## src/rtl/mem_arbiter.sv

```systemverilog
// rtl/mem_arbiter.sv - fetch/data arbiter sharing one single-port variable-latency memory
// Optional fetch starvation guard enabled by defining FETCH_STARVE_GUARD_EN.
module mem_arbiter #(
  parameter int ADDR_W     = 8,
  parameter int STARVE_MAX = 4
) (
  input  logic              rclk,
  input  logic              rst,
  input  logic              if_req,
  input  logic [ADDR_W-1:0] if_addr,
  output logic [31:0]       if_rdata,
  output logic              if_ack,
  input  logic              d_req,
  input  logic              d_we,
  input  logic [ADDR_W-1:0] d_addr,
  input  logic [31:0]       d_wdata,
  output logic [31:0]       d_rdata,
  output logic              d_ack,
  output logic              mem_en,
  output logic              mem_we,
  output logic [ADDR_W-1:0] mem_addr,
  output logic [31:0]       mem_wdata,
  input  logic [31:0]       mem_rdata,
  input  logic              mem_ready,
  output logic              busy,
  output logic              owner_d
);

  typedef enum logic [1:0] {S_IDLE, S_ACCESS, S_DONE} state_t;

  state_t            r_state;
  logic              r_owner_d;
  logic              r_we;
  logic [ADDR_W-1:0] r_addr;
  logic [31:0]       r_wdata;
  logic [31:0]       r_if_rdata;
  logic [31:0]       r_d_rdata;

  logic w_any_req;
  logic w_force_f;
  logic w_grant_d;

`ifdef FETCH_STARVE_GUARD_EN
  localparam int CW = $clog2(STARVE_MAX + 1);
  logic [CW-1:0] r_starve;

  assign w_force_f = (r_starve == CW'(STARVE_MAX));

  // Counts data grants that overtook a waiting fetch.
  always_ff @(posedge rclk or negedge rst) begin
    if (!rst) begin
      r_starve <= '0;
    end else if (r_state == S_IDLE && w_any_req) begin
      if (!if_req || !w_grant_d)
        r_starve <= '0;
      else if (r_starve != CW'(STARVE_MAX))
        r_starve <= r_starve + 1'b1;
    end
  end
`else
  assign w_force_f = 1'b0;
`endif

  assign w_any_req = if_req | d_req;
  assign w_grant_d = d_req & ~(if_req & w_force_f);

  always_ff @(posedge rclk or negedge rst) begin
    if (!rst) begin
      r_state    <= S_IDLE;
      r_owner_d  <= 1'b0;
      r_we       <= 1'b0;
      r_addr     <= '0;
      r_wdata    <= '0;
      r_if_rdata <= '0;
      r_d_rdata  <= '0;
    end else begin
      case (r_state)
        S_IDLE: begin
          if (w_any_req) begin
            r_owner_d <= w_grant_d;
            r_we      <= w_grant_d & d_we;
            r_addr    <= w_grant_d ? {d_addr[ADDR_W-1:2], 2'b00}
                                   : {if_addr[ADDR_W-1:2], 2'b00};
            r_wdata   <= w_grant_d ? d_wdata : 32'd0;
            r_state   <= S_ACCESS;
          end
        end
        S_ACCESS: begin
          if (mem_ready) begin
            if (!r_owner_d)
              r_if_rdata <= mem_rdata;
            else if (!r_we)
              r_d_rdata <= mem_rdata;
            r_state <= S_DONE;
          end
        end
        S_DONE:  r_state <= S_IDLE;
        default: r_state <= S_IDLE;
      endcase
    end
  end

  assign mem_en    = (r_state == S_ACCESS);
  assign mem_we    = mem_en & r_we;
  assign mem_addr  = r_addr;
  assign mem_wdata = r_wdata;
  assign busy      = (r_state != S_IDLE);
  assign owner_d   = r_owner_d;
  assign if_ack    = (r_state == S_DONE) & ~r_owner_d;
  assign d_ack     = (r_state == S_DONE) & r_owner_d;
  assign if_rdata  = r_if_rdata;
  assign d_rdata   = r_d_rdata;

endmodule

```

## config.mk

```make
export PLATFORM = sky130hd
export DESIGN_NAME = mem_arbiter
export DESIGN_NICKNAME = d
export VERILOG_FILES = /design/src/rtl/mem_arbiter.sv
export SDC_FILE = /design/constraint.sdc
export NUM_CORES = 1
export LEC_CHECK = 0
export ABC_AREA = 1
export BUFFER_PORTS_ARGS = -buffer_cell sky130_fd_sc_hd__clkbuf_2
export CAP_MARGIN = 25
export CORE_MARGIN = 5
export CORE_UTILIZATION = 40
export CTS_BUF_LIST = sky130_fd_sc_hd__clkbuf_16
export DETAILED_ROUTE_END_ITERATION = 8
export PLACE_DENSITY = 0.72
export SETUP_SLACK_MARGIN = 0.1
export SYNTH_ARGS = -nofsm -noshare
export SYNTH_HDL_FRONTEND = slang
export SYNTH_SLANG_ARGS = --single-unit
```

## constraint.sdc

```tcl
create_clock -name rclk -period 1.21 [get_ports rclk]
set_input_delay 0 -clock rclk [delete_from_list [all_inputs] [get_ports rclk]]
set_output_delay 0 -clock rclk [all_outputs]
set_load 0.03 [all_outputs]
```

==> run summary <==
status = finished with violations
violated checks = negative setup slack
mux cell area share after synthesis = 0%
initial antenna violation count = 1
gr usage total = 21.9%
Final Critical Period = 1.37 ns
DRT Wirelength = 15,200 um
Initial Util = 40.6%
Final Hold Violating Endpoints = 0
Synth Area in Compound Gates = 1.22%
worst path required time = 1.43 ns
slowest cell on the critical path = dfrtp_2
flop2flop setup slack = -0.16 ns
syn_area_per_cell = 8.97 sq um
top area cells in the synthesized netlist = dfrtp_1 (60%), nand2_1 (21%), nand4_1 (4.5%), nand3_1 (3.9%), buf_6 (2.8%)
vias in the first global route = 4,667
fin. max-slew vios = 0
Area Overhead vs Synth = 64.8%
synthesized netlist cell count = 491
Yosys top cell area share = 60.2%
Synth cell types = 21
post-route ant nets = 0
FMAX = 0.731 GHz
post-synthesis xor/xnor area fraction = 0%
worst hold slack = 0.0472 ns
Synth Cell Area = 0.00441 sq mm
Total Die Area = 0.0132 sq mm
largest family of logic cells by synthesized area = simple AND/OR/NAND/NOR gates
Die Wd = 115 um
final worst slack = -0.158 ns
HP Class = in -> reg
core area = 0.0108 sq mm
clock root cell = clkbuf_16
Synth top cells by count = nand2_1 (252), dfrtp_1 (106), nand3_1 (34)
post-synthesis async set-or-reset flop share = 100%
count of input and output buffers = 189
FF+latch count, synth = 106
DR DRC count = 0
max_cap viols = 0
io pins = 196
reg2reg start = r_state[1]
Synth area leader = dfrtp_1
Crit. End Element = flip-flop
Pre-antenna DRT Iters = 5
RSZ-0062 raised after global routing = true
Finished Cell Area = 0.00726 sq mm
Clk Latency, worst-skew pair = 0.33 ns
H-tree depth = 3
CP Data Arrival Time = 1.59 ns
most instantiated library cell after synthesis = nand2_1
worst hold stages = 3
Placed Area = 0.00560 sq mm
layout cells sized above 1 = 36.0%
Layout Cells excl Fill = 927
EDFF count, synth = 0
total grt overflow = 0
DRT iter0 DRCs = 407
HP Start = mem_ready
CP Cell Sequence = nor2_8 -> buf_6 -> nand3_4 -> buf_12 -> buf_16 -> nand2_1 -> nand2_1
Reg2Reg Depth = 7
register area share after synthesis = 60.2%
Leak = 0.00401 uW
via count = 4,615
nets@finish = 867
Yosys warnings = 0
Clock Pin Slew Worst Setup and Hold Paths = 0.07 ns
Post-DP HPWL = 8870 um
R2R Path End = if_rdata[29]
clk buf depth = 2
post-DR vias/cell = 4.98
Max VDD drop = 1760 uV
Hold EP = if_rdata[2]
drt wl/cell = 16.4 um
Place WS = -0.0209 ns
TritonCTS clock tree = done
Post-synth top flop = dfrtp_1
Row Count = 38
Cells after DPL = 810
Die Y = 115 um
global-route wire length before repair = 23,200 um
Num CTS Buffers = 9
# setup viols final = 102
CP Max Fanout = 5
Simple-Gate Fraction of Synth Area = 32.1%
fillers = 804
Crit Path Class = reg -> reg
fin crit share = 113%
Routability Congestion = 0.830
cell area power density = 2840 mW/mm^2
startpoint types = flip-flop
Clock Sinks = 106
Post-Synth Adder-Cell Area = 0%
most used cell, CP = nand2_1
Setup Skew = 0.00856 ns
pin count of the biggest net entering global routing = 47
Crit path largest cell delay = 0.48 ns
what timing repair did:
action                     in CTS  in global routing
resized for setup              43                 26
setup buffers                  11                  3
setup endpoints to repair     107                111
hold endpoints to repair      209                  0
pin swaps                       6                  9
hold buffers                   77                  0
gates cloned                    6                  6
per-stage QoR:
stage / TNS, ns / utilization (%) / total power [uW]
2_1_floorplan: 0 / - / 12200
3_3_place_gp: 0 / 51.7 / 15100
3_5_place_dp: -0.156 / 51.7 / 15300
4_1_cts: -4.88 / 65.2 / 19700
5_1_grt: -13.52 / 67.0 / 21700
6_report: -8.32 / 67.0 / 20600
worst max path at each step:
stage | endpoint | start | depth (start not counted)
floorplan | mem_wdata[0] | r_state[1] | 6
global route | mem_addr[6] | r_state[1] | 6
global placement | d_rdata[14] | r_state[1] | 6
finish | if_rdata[29] | r_state[1] | 7
detailed placement | d_rdata[15] | r_state[1] | 6
CTS | d_ack | r_state[1] | 4
layout make-up:
class	instances	area (sq um)	share of cell area (%)
clock inverter	7	58.8	0.810
inverter	13	55.1	0.758
multi-input combinational	340	1570	21.7
tap	140	175	2.41
timing repair buffer	311	2510	34.6
antenna	1	2.50	0.0345
clock buffer	9	225	3.10
sequential	106	2660	36.6
report_power, final:
group          internal [uW]  switching (uW)  leakage, uW
combinational           4280            7230      0.00253
sequential              5190            1060      0.00134
clock                   1440            1390     0.000144
cells in the final DEF (no fill, tap or decap), types with 6 or more instances in the layout:
cell,n
buf_12,10
buf_4,11
buf_6,14
clkbuf_16,16
clkbuf_2,182
dfrtp_1,103
dlygate4sd3_1,77
inv_1,9
nand2_1,236
nand2_2,13
nand3_1,34
nand4_1,32
o21ai_0,6
logic make-up after synthesis:
family / after synthesis
AND/OR/NAND/NOR: 328
flip-flops: 106
buffers and inverters: 46
AO/OA/AOI/OAI: 10
other: 1
metal layers:
metal	wire (um)	vias up	share of wire, %	track usage [%]
met5	0	-	0	0
met4	407	0	2.7	7.82
met3	1420	39	9.3	4.89
met2	7540	278	50	37.8
met1	5820	2163	38	26.9
li1	-	2135	-	-
critical path, delay by kind of cell (launching register included):
kind	cells	cell delay (ns)
flops	1	0.48
simple gates	4	0.37
buf+inv	3	0.42
sequential cells by signal, summed over array words and instances (netlist names):
name,flops
if_rdata,32
d_rdata,32
r_we,1
mem_addr,6
r_state,2
owner_d,1
mem_wdata,32
Note: power is estimated with default switching activity, not from simulation.
